--- src/rtl/pilha_arbiter.sv ---
// Round-robin arbiter sharing the push/pop stack between the UC and the ULA.
// Optional build macro PILHA_ARB_TOS_CHECK_EN adds a sticky stack-pointer consistency check.
module pilha_arbiter #(
  parameter int unsigned DEPTH = 16,
  parameter int unsigned WIDTH = 16,
  parameter int unsigned CNT_W = 5
) (
  input  logic             i_clk,
  input  logic             i_rst,
  input  logic             i_uc_req,
  input  logic             i_uc_op,
  input  logic [WIDTH-1:0] i_uc_din,
  output logic             o_uc_ack,
  output logic [WIDTH-1:0] o_uc_dout,
  input  logic             i_ula_req,
  input  logic             i_ula_op,
  input  logic [31:0]      i_ula_din,
  output logic             o_ula_ack,
  output logic [WIDTH-1:0] o_ula_dout,
  output logic             o_stk_en,
  output logic             o_stk_wren,
  output logic             o_stk_sel,
  output logic [31:0]      o_stk_din,
  input  logic [WIDTH-1:0] i_stk_dout,
  output logic             o_full,
  output logic             o_empty,
  output logic             o_err
`ifdef PILHA_ARB_TOS_CHECK_EN
  ,
  input  logic [15:0]      i_stk_tos,
  output logic             o_tos_err
`endif
);

  typedef enum logic [1:0] {StIdle, StIssue, StWait, StDone} state_e;

  state_e           r_state, w_state_next;
  logic [CNT_W-1:0] r_depth;
  logic             r_rr_last;  // 0=UC, 1=ULA
  logic             r_grant;
  logic             r_op;
  logic             r_refused;
  logic [31:0]      r_data;
  logic [WIDTH-1:0] r_uc_dout;
  logic [WIDTH-1:0] r_ula_dout;

  logic             w_any_req;
  logic             w_grant;
  logic             w_op;
  logic [31:0]      w_data;
  logic             w_refuse;

  assign o_full    = (r_depth == CNT_W'(DEPTH));
  assign o_empty   = (r_depth == '0);
  assign w_any_req = i_uc_req | i_ula_req;
  // On a tie the requester that did not win last time goes first
  assign w_grant   = (i_uc_req && i_ula_req) ? ~r_rr_last : i_ula_req;
  assign w_op      = w_grant ? i_ula_op : i_uc_op;
  assign w_data    = w_grant ? i_ula_din : 32'(i_uc_din);
  assign w_refuse  = w_op ? o_full : o_empty;

  always_ff @(posedge i_clk or posedge i_rst) begin
    if (i_rst) begin
      r_state <= StIdle;
    end else begin
      r_state <= w_state_next;
    end
  end

  always_comb begin
    w_state_next = r_state;
    unique case (r_state)
      StIdle:  if (w_any_req) w_state_next = w_refuse ? StDone : StIssue;
      StIssue: w_state_next = r_op ? StDone : StWait;
      StWait:  w_state_next = StDone;
      StDone:  w_state_next = StIdle;
      default: w_state_next = StIdle;
    endcase
  end

  always_comb begin
    o_stk_en   = 1'b0;
    o_stk_wren = 1'b0;
    o_stk_sel  = 1'b0;
    o_stk_din  = '0;
    o_uc_ack   = 1'b0;
    o_ula_ack  = 1'b0;
    o_err      = 1'b0;
    unique case (r_state)
      StIssue: begin
        o_stk_en   = 1'b1;
        o_stk_wren = r_op;
        o_stk_sel  = r_grant;
        o_stk_din  = r_data;
      end
      StDone: begin
        o_uc_ack  = ~r_grant;
        o_ula_ack = r_grant;
        o_err     = r_refused;
      end
      default: ;
    endcase
  end

  always_ff @(posedge i_clk or posedge i_rst) begin
    if (i_rst) begin
      r_depth    <= '0;
      r_rr_last  <= 1'b1;
      r_grant    <= 1'b0;
      r_op       <= 1'b0;
      r_refused  <= 1'b0;
      r_data     <= '0;
      r_uc_dout  <= '0;
      r_ula_dout <= '0;
    end else begin
      unique case (r_state)
        StIdle: begin
          if (w_any_req) begin
            r_grant   <= w_grant;
            r_op      <= w_op;
            r_data    <= w_data;
            r_refused <= w_refuse;
            r_rr_last <= w_grant;
          end
        end
        StIssue: r_depth <= r_op ? r_depth + CNT_W'(1) : r_depth - CNT_W'(1);
        StWait: begin
          if (r_grant) r_ula_dout <= i_stk_dout;
          else         r_uc_dout  <= i_stk_dout;
        end
        default: ;
      endcase
    end
  end

  assign o_uc_dout  = r_uc_dout;
  assign o_ula_dout = r_ula_dout;

`ifdef PILHA_ARB_TOS_CHECK_EN
  logic r_tos_err;

  always_ff @(posedge i_clk or posedge i_rst) begin
    if (i_rst) begin
      r_tos_err <= 1'b0;
    end else if (r_state == StDone && !r_refused && i_stk_tos != 16'(r_depth)) begin
      r_tos_err <= 1'b1;
    end
  end

  assign o_tos_err = r_tos_err;
`endif

endmodule
--- config.mk ---
export PLATFORM = sky130hd
export DESIGN_NAME = pilha_arbiter
export DESIGN_NICKNAME = d
export VERILOG_FILES = /design/src/rtl/pilha_arbiter.sv
export SDC_FILE = /design/constraint.sdc
export NUM_CORES = 1
export LEC_CHECK = 0
export CORE_MARGIN = 2
export CORE_UTILIZATION = 43
export CTS_CLUSTER_DIAMETER = 60
export CTS_CLUSTER_SIZE = 12
export DETAILED_ROUTE_END_ITERATION = 6
export PLACE_DENSITY = 0.8
export SETUP_SLACK_MARGIN = 0.05
export SLEW_MARGIN = 20
export SYNTH_ARGS = -nofsm -noshare
export SYNTH_HDL_FRONTEND = slang
export SYNTH_SLANG_ARGS = --single-unit
export TNS_END_PERCENT = 100
--- constraint.sdc ---
create_clock -name i_clk -period 3.5 [get_ports i_clk]
set_clock_uncertainty 0.05 [all_clocks]
set_input_delay 0.7 -clock i_clk [delete_from_list [all_inputs] [get_ports i_clk]]
set_output_delay 0.7 -clock i_clk [all_outputs]
set_load 0.05 [all_outputs]
After elaboration in Yosys (flattened, before gate mapping)
Cells that the tools add are included.

Register bits after elaboration: 75. Bits in latches: 0. Memory bits (writable): 0. Bits in read-only memories: 0. Bits of input ports: 70. Output and inout port bits: 72. Word-level logic and storage cells: 41. Memories kept: 0.

$add $sub $neg: 2. Multipliers: 0. Divide/modulo/power cells: 0. Order comparisons: 0. Eq/ne operators: 5. Shift operators: 0. Muxes and demuxes: 16. Bitwise operators: 3. Reductions and logical operators: 6.

Operators by type and width (number): $mux 32 (2); $mux 1 (10); $pmux 2 s4 (1); $reduce_and 2->1 (3); $add 5x1->5 const B (1); $eq 5x5->1 const B (1); $logic_not 5->1 (1); $mux 5 (1); $sub 5x1->5 const B (1); $eq 2x2->1 const B (2); $mux 2 (2); $eq 2x1->1 const B (1); $logic_not 2->1 (1); $ne 2x2->1 const B (1); $not 1->1 (2); $logic_and 1x1->1 (1); $or 1x1->1 (1).

Depth between registers and ports, before layout
Gate-level depths: netlist (run 1).

Depth after elaboration: 7. Mapped depth: 7. Mapped depth without buffers: 6.

Least setup slack after synthesis (run 1)
Ideal clock, no wire load.

Path type: register to output. Start point: reg r_state[1]. End point: out o_stk_din[12]. Arrival: 2.016 ns. Required time: 2.750 ns. Setup slack: 0.734 ns. Stages on the path, launching flop included: 6. Path buffers: 2. Path through: dfrtp_1 -> inv_1 -> ha_1 -> clkbuf_1 -> clkbuf_1 -> and2_1.

Longest elaborated chain between the ends: 2.

Ends and longest elaborated chain: start: declaration (RTL line 37) `state_e r_state, w_state_next;`; start signal: assignment (RTL line 64) `r_state <= StIdle;`; start signal: assignment (RTL line 66) `r_state <= w_state_next;`; $eq 2x1->1 (RTL line 89) `unique case (r_state)`; $mux 32 (RTL line 89); end: declaration (RTL line 23) `output logic [31:0] o_stk_din,`.

No other way between the ends.

Worst setup path in the final report (run 1)
Start point: reg r_state[1]. End point: out o_stk_din[0].

Same word-level chain as after synthesis.

==> metrics, run 1 <==
outcome complete, no violations; setup TNS 0 ns; number of buffers created by CTS 9; vias per cell 4.98; post-route clock period utilization 88.1%; hold_buf cts 0; Avg Inst Size Synth 12.2 sq um; combinational power share 57.7%; largest net degree at the start of global routing 50; top cell type's share of synthesized area 53.6%; placed cell count 516; Chip Width 93.7 um; VDD IR max 535 uV; Flop pwr share 28.4%; GPL Wtd Cong 0.788; remaining routing DRC violations 0; clock-pin slew on the worst setup and hold paths 0.08 ns; RR Startpoint r_state[1]; total gr overflow 0; area grow syn2layout 47.8%; first-pass GRT wire length 12.9 mm; Skew-Pair Late Insertion Delay 0.34 ns; Crit path required time 2.75 ns; number of H-tree levels 3; die area 8770 sq um; Post-DRT Antenna Nets 0; setup violators final 0; Final Critical Period 3.08 ns; Leakage 2.28 nW; Ys Warns 0; fin nets 504; synthesized net count 363; Filler cells 604; drt total wl 7.91 mm; worst setup margin 0.415 ns; io pins 142; TritonRoute pass-1 iters 4; Final Cell Area 5110 sq um; sw power 2.45 mW; crit path capture type primary output; DP Worst Slack 0.792 ns; root buffer cell clkbuf_8; # port buffers 141; worst endpoint data arrival time 2.33 ns; Vias 2652; critical path peak fanout 14; CTS resizes 0; die height 93.7 um; DP Area 4880 sq um; sequential element share of the synthesized area 54.3%; GRT Resource Usage Total 18.8%; setup repair bufs after CTS 0; pwr/cell area 1050 nW/um^2; Multi-input gate area 1460 sq um; Slew Limit Fails 0; Non-Filler Instances 532; Post-synth EDFFs 0; async set-reset flop share out of synthesis 100%; Sink Count 75; initial antenna violation count 0; Hold Path Origin r_data[1]; Initial Util 44.5%; clock tree buffer depth 2; CP startpoint r_state[1]; Synth Instances 284; Worst-Margin Slew 0.818 ns; Worst Hold Class flop to flop; Rows 32; Max Clk Rate 324 MHz; average routed wire per standard cell 14.9 um; Yosys top cell by area dfrtp_1; TritonCTS clock tree built; n_diodes 0; vias in the first global route 2784; Worst setup SP type flop; Initial DRC Count 52; Worst Path Class, Setup flop to primary output; Synth top cells by count 74 x dfrtp_1, 37 x and2_1, 34 x mux2_2; Max-slew headroom 45.4%; MaxCap Viol Count 0; flops & latches, synth 75; core box area 7770 sq um; RSZ-0062 raised after global routing no; layout cells sized above 1 20.9%; Final Hold Fails 0; register area 1880 sq um; most numerous cell in the Yosys netlist dfrtp_1; Clk pwr share 13.9%; mapped cell area 3460 sq um; Main synth FF type dfrtp_1; Power Total 5.35 mW; Switching Fraction 45.8%; hpwl dp 5.90 mm; Area contributors post-synth dfrtp_1 54%, mux2_2 11%, and2_1 6.7%, mux2i_1 4.6%, a22o_1 4.1%; Synth cell types 35; P_int 2.90 mW
critical path: stages, from the launching register on:
cell,delay (ns)
dfrtp_1,0.43
inv_1,0.13
ha_1,0.43
and2_1,0.20
clkdlybuf4s50_1,0.80
layer usage:
metal	global-route usage [%]	vias up	part of all wire (%)
met2	31.5	115	48
met5	0	-	0
met3	6.42	8	9.2
li1	-	1261	-
met4	5.80	0	0.92
met1	23.0	1268	42
registers in the layout, indices dropped and copies added (netlist names):
register,flops
r_data,32
o_uc_dout,16
o_ula_dout,16
r_depth,5
r_state,2
r_grant,1
r_op,1
r_refused,1
r_rr_last,1
final cells by class:
cell class	instances	share of cell area [%]
Timing Repair Buffer	147	27.1
Tap cell	102	2.50
Inverter	7	0.514
Sequential cell	75	36.8
Clock buffer	12	3.04
Multi-Input combinational cell	185	28.6
Clock inverter	4	1.42
power by group through the flow:
| stage | Clock [mW] | Combinational (mW) | Sequential (mW) |
|---|---|---|---|
| after global routing | 0.806 | 3.29 | 1.57 |
| final | 0.746 | 3.08 | 1.52 |
| after global placement | 0 | 3.06 | 1.51 |
| after detailed placement | 0 | 3.11 | 1.53 |
| after floorplan | 0 | 1.52 | 2.16 |
| after CTS | 0.763 | 3.12 | 1.52 |
final timing paths:
path / endpoint / slack (ns) / depth (start not counted)
min in group asynchronous: o_ula_dout[6] / 0.69 / 2
hold reg to reg: r_data[1] / 0.43 / 2
hold / removal: r_data[1] / 0.43 / 2
max in group asynchronous: r_rr_last / 1.94 / 3
setup reg to reg: r_depth[4] / 1.43 / 7
setup / recovery: o_stk_din[0] / 0.42 / 4
layout by cell type (no fill, tap or decap), types with 2 or more instances in the layout:
cell type / synthesis / layout
clkdlybuf4s50_1: 0 / 113
dfrtp_1: 74 / 74
and2_1: 37 / 37
mux2_2: 34 / 34
buf_4: 0 / 34
nand2_1: 21 / 21
o21ai_0: 17 / 17
mux2i_1: 16 / 16
a22o_1: 16 / 16
clkbuf_8: 0 / 11
ha_1: 8 / 8
inv_1: 7 / 6
nor2_1: 5 / 5
a21oi_1: 3 / 3
xnor2_1: 3 / 3
a21o_1: 3 / 3
nor3b_1: 2 / 2
o31ai_1: 2 / 2
nor2b_1: 2 / 2
o211ai_1: 2 / 2
bufinv_16: 0 / 2
per-stage QoR:
stage | utilization [%] | hold slack, ns
2_1_floorplan | - | 0.392
3_3_place_gp | 62.8 | 0.405
3_5_place_dp | 62.8 | 0.413
4_1_cts | 65.8 | 0.431
5_1_grt | 65.8 | 0.461
6_report | 65.8 | 0.427
cell families (layout without fill, tap and decap cells):
family          Yosys count  after routing  synth area share, %
flops                    75             75                 54.3
compound gates           50             50                 10.3
mux                      51             51                 16.1
xor+xnor                  4              4                 1.01
simple gates             71             71                 11.2
fa+ha+maj                 9              9                 3.48
buf+inv                  24            170                 3.58
(Power assumes the default switching activity.)
==> inputs of run 2 (changes only) <==
Settings changed: CORE_UTILIZATION 43 to 30, PLACE_DENSITY 0.8 to 0.59.
==> run 2 against run 1 <==
  * Wire length increased by 2.3%
  * Setup slack improved by 0.092 ns
  * Global-route usage down 5.6 points
  * Worst hold slack got worse by 0.0018 ns
  * Core utilization fell by 19 points
  * Combinational power hardly changed
  * Critical path depth down 1
  * Clock-buffer cell count down 3
  * Maximum frequency rose by 3.1%
  * Die area up 41%
==> metrics, run 2 (synthesis results as in run 1) <==
post-layout util 46.4%; io pins 142; # port buffers 141; vias per cell 4.57; average routed wire per standard cell 14.2 um; TritonCTS clock tree built; combinational power share 54.9%; largest net degree at the start of global routing 76; clock tree buffer depth 2; Worst Hold Depth 2; initial antenna violation count 0; worst setup margin 0.507 ns; r2r setup slk 1.49 ns; Final Cell Area 5250 sq um; Worst-Margin Slew 0.854 ns; largest register by flop count r_data; area grow syn2layout 51.9%; core box area 11300 sq um; setup repair bufs after CTS 0; RR Startpoint r_state[1]; n_diodes 0; worst endpoint data arrival time 2.24 ns; VDD IR max 543 uV; Max Clk Rate 334 MHz; outcome complete, no violations; Worst Path Class, Setup flop to primary output; fin nets 502; vias in the first global route 2672; max FFs per register 32; Initial Util 30.5%; die area 12400 sq um; hold_buf cts 0; Final Critical Period 2.99 ns; Hold Path Origin r_data[0]; TritonRoute pass-1 iters 4; Worst setup SP type flop; number of buffers created by CTS 9; Initial DRC Count 72; Worst Hold Class flop to flop; Filler cells 1068; setup violators final 0; GRT Resource Usage Total 13.2%; P_int 3.08 mW; Skew-Pair Late Insertion Delay 0.32 ns; Post-DRT Antenna Nets 0; pwr/cell area 1060 nW/um^2; Chip Width 111 um; Reg2Reg Depth 6; MaxCap Viol Count 0; GPL Wtd Cong 0.746; first-pass GRT wire length 13.3 mm; Leakage 2.33 nW; layout cells sized above 1 22.4%; Vias 2612; Clk pwr share 17.8%; crit path capture type primary output; remaining routing DRC violations 0; hpwl dp 5.94 mm; Final Hold Fails 0; die height 111 um; clock-pin slew on the worst setup and hold paths 0.05 ns; CTS resizes 0; Slew Limit Fails 0; setup TNS 0 ns; CP startpoint r_depth[0]; root buffer cell clkbuf_16; Crit path required time 2.75 ns; DP Area 4920 sq um; commonest non-fill, non-tap cell in the layout clkdlybuf4s50_1; Rows 39; RSZ-0062 raised after global routing no; Switching Fraction 44.8%; sw power 2.50 mW; Flop pwr share 27.3%; Sink Count 75; critical path peak fanout 4; total gr overflow 0; DP Worst Slack 0.782 ns; commonest non-fill, non-tap cells in the layout 106 x clkdlybuf4s50_1, 74 x dfrtp_1, 37 x and2_1, 37 x buf_4, 34 x mux2_2; Max-slew headroom 43.0%; post-route clock period utilization 85.5%; number of H-tree levels 3; drt total wl 8.09 mm
## run 2: cell count changes in the layout (fill, tap and decap cells not counted), moves of 3 or more
cell	before	now
clkbuf_16	0	9
buf_4	34	37
clkdlybuf4s50_1	113	106
clkbuf_8	11	0
## run 2: path summary, 6_finish.rpt
path,end
min,r_data[0]
max reg2reg,r_depth[4]
max,o_full
min in group asynchronous,o_ula_dout[5]
min reg2reg,r_data[0]
max in group asynchronous,r_rr_last
## run 2: power by group through the flow
stage	logic [mW]	clock network, mW	registers [mW]
2_1_floorplan	1.52	0	2.16
3_3_place_gp	3.07	0	1.52
3_5_place_dp	3.10	0	1.54
4_1_cts	3.10	1.03	1.52
5_1_grt	3.27	1.06	1.58
6_report	3.06	0.991	1.52
## run 2: stage by stage
step / hold WS [ns] / cells / total power [mW]
2_1_floorplan: 0.392 / 284 / 3.68
3_3_place_gp: 0.405 / 555 / 4.58
3_5_place_dp: 0.415 / 555 / 4.63
4_1_cts: 0.428 / 571 / 5.65
5_1_grt: 0.453 / 571 / 5.91
6_report: 0.425 / 571 / 5.58
## run 2: layout make-up
cell class,instances,area (sq um),area share (%)
clock inverter,7,100,1.91
clock buffer,9,225,4.29
tap,143,179,3.41
inverter,7,27.5,0.524
sequential,75,1880,35.8
timing repair buffer,145,1380,26.3
multi-input combinational,185,1460,27.8
## run 2: worst max-delay path, cell delays in order, from the launching register on
cell             delay [ns]
dfrtp_1                0.42
or4_4                  0.59
nor2_1                 0.11
clkdlybuf4s50_1        0.80
## run 2: routing by layer
layer  global-route usage [%]  vias up  share of wire [%]
li1                         -     1263                  -
met1                     16.9     1239                 46
met2                     21.5      103                 46
met3                     3.92        7                6.6
met4                     4.36        0                1.1
met5                        0        -                  0
==> inputs of run 3 (changes only) <==
Settings changed: CELL_PAD_IN_SITES_DETAIL_PLACEMENT set to 1, CELL_PAD_IN_SITES_GLOBAL_PLACEMENT set to 1, PLACE_DENSITY 0.59 to 0.74, REMOVE_ABC_BUFFERS set to 1.
==> run 3 against run 2 <==
  * Wire length grew 12%
  * Design area grew 2.0%
  * Critical path type unchanged
  * Worst hold slack about the same
  * Clock-buffer cell count unchanged
==> metrics, run 3 (synthesis results as in run 1) <==
first-pass GRT wire length 14.6 mm; # port buffers 141; crit path cell chain or4_4 > nor2_1 > clkdlybuf4s50_1; Final Critical Period 3.00 ns; Chip Width 111 um; met3 WL 493 um; Max-slew headroom 40.7%; TritonCTS clock tree built; hold_buf cts 0; initial antenna violation count 0; clock-pin slew on the worst setup and hold paths 0.06 ns; Filler cells 1224; commonest non-fill, non-tap cells in the layout 106 x clkdlybuf4s50_1, 74 x dfrtp_1, 37 x and2_1; top sig layer met4; Reg2Reg Capture Point o_uc_dout[1]; Hold Path Origin r_data[14]; vias per cell 4.66; Vias 2676; fin nets 505; number of H-tree levels 3; max FFs per register 32; Final Hold Fails 0; worst endpoint data arrival time 2.25 ns; Initial DRC Count 68; drt total wl 9.09 mm; Worst Hold Endpoint r_data[14]; Leakage 2.37 nW; placed cell count 558; Crit path required time 2.75 ns; die area 12400 sq um; DP Worst Slack 0.841 ns; area grow syn2layout 54.9%; Non-Filler Instances 574; TritonRoute pass-1 iters 3; Sink Count 75; Post-DRT Antenna Nets 0; met1 wire length 3.85 mm; GRT Resource Usage Total 14.8%; MaxCap Viol Count 0; average routed wire per standard cell 15.8 um; CTS resizes 0; outcome complete, no violations; commonest non-fill, non-tap cell in the layout clkdlybuf4s50_1; GPL Wtd Cong 0.726; hpwl dp 6.90 mm; Worst-Margin Slew 0.886 ns; setup TNS 0 ns; Max Clk Rate 334 MHz; Worst setup SP type flop; post-route clock period utilization 85.6%; root buffer cell clkbuf_16; Worst Hold Depth 2; largest net degree at the start of global routing 36; VDD IR max 558 uV; io pins 142; RSZ-0062 raised after global routing no; RR Startpoint r_state[0]; layout cells sized above 1 23.0%; pwr/cell area 1070 nW/um^2; worst setup margin 0.503 ns; vias in the first global route 2904; setup violators final 0; wire length on met2 4.62 mm; Skew-Pair Late Insertion Delay 0.33 ns; r2r setup slk 1.57 ns; Rows 39; critical path's slowest cell clkdlybuf4s50_1; Initial Util 30.5%; number of buffers created by CTS 9; Slew Limit Fails 0; clock tree buffer depth 2; setup repair bufs after CTS 0; Worst Hold Class flop to flop; total gr overflow 0; die height 111 um; n_diodes 0; Critical Path Max Stage Delay 0.81 ns; Worst Path Class, Setup flop to primary output; remaining routing DRC violations 0; Power Total 5.70 mW; largest register by flop count r_data; Reg2Reg Depth 4; critical path peak fanout 4; crit path capture type primary output; core box area 11300 sq um
run 3: cell count changes in the layout (fill, tap and decap cells not counted), sizes merged:
cell | before | now
inv | 8 | 6
clkinv | 1 | 6
buf | 39 | 42
clkinvlp | 3 | 0
run 3: stage by stage:
stage               hold slack, ns  util [%]  area (sq um)
floorplan                    0.392         -          3360
detailed placement           0.418      44.5          5030
CTS                          0.432      47.3          5350
global placement             0.405      44.5          5030
global route                 0.458      47.3          5350
finish                       0.425      47.3          5350
run 3: layout make-up:
type	instances	area, sq um	area share, %
flip-flops and latches	75	1880	35.1
repair buffers	148	1490	27.8
multi-input cells	185	1460	27.3
clock buffers	9	225	4.21
well taps	143	179	3.34
clock inverters	7	92.6	1.73
inverters	7	27.5	0.514
run 3: how the worst max path moves through the flow:
stage	start	to	slack, ns	cells after the start
after global routing	r_depth[0]	o_empty	0.45	3
after CTS	r_depth[0]	o_empty	0.48	3
after global placement	r_depth[0]	o_empty	0.87	3
final	r_depth[0]	o_empty	0.50	3
after detailed placement	r_depth[0]	o_empty	0.84	3
after floorplan	r_state[1]	o_stk_wren	0.70	3
run 3: where the power goes:
group | internal (mW) | total, mW | switching, mW
combinational | 1.24 | 3.19 | 1.95
sequential | 1.29 | 1.53 | 0.242
clock | 0.623 | 0.986 | 0.364
run 3: routing by layer:
layer,global-route usage [%],vias up
met4,5.43,0
met3,3.21,10
met1,18.0,1310
met5,0,-
met2,25.9,92
li1,-,1264
run 3: worst max-delay path, delay by kind of cell (launching register included):
| family | cells | cell delay [ns] |
|---|---|---|
| buf+inv | 1 | 0.81 |
| simple gates | 2 | 0.69 |
| flops | 1 | 0.42 |
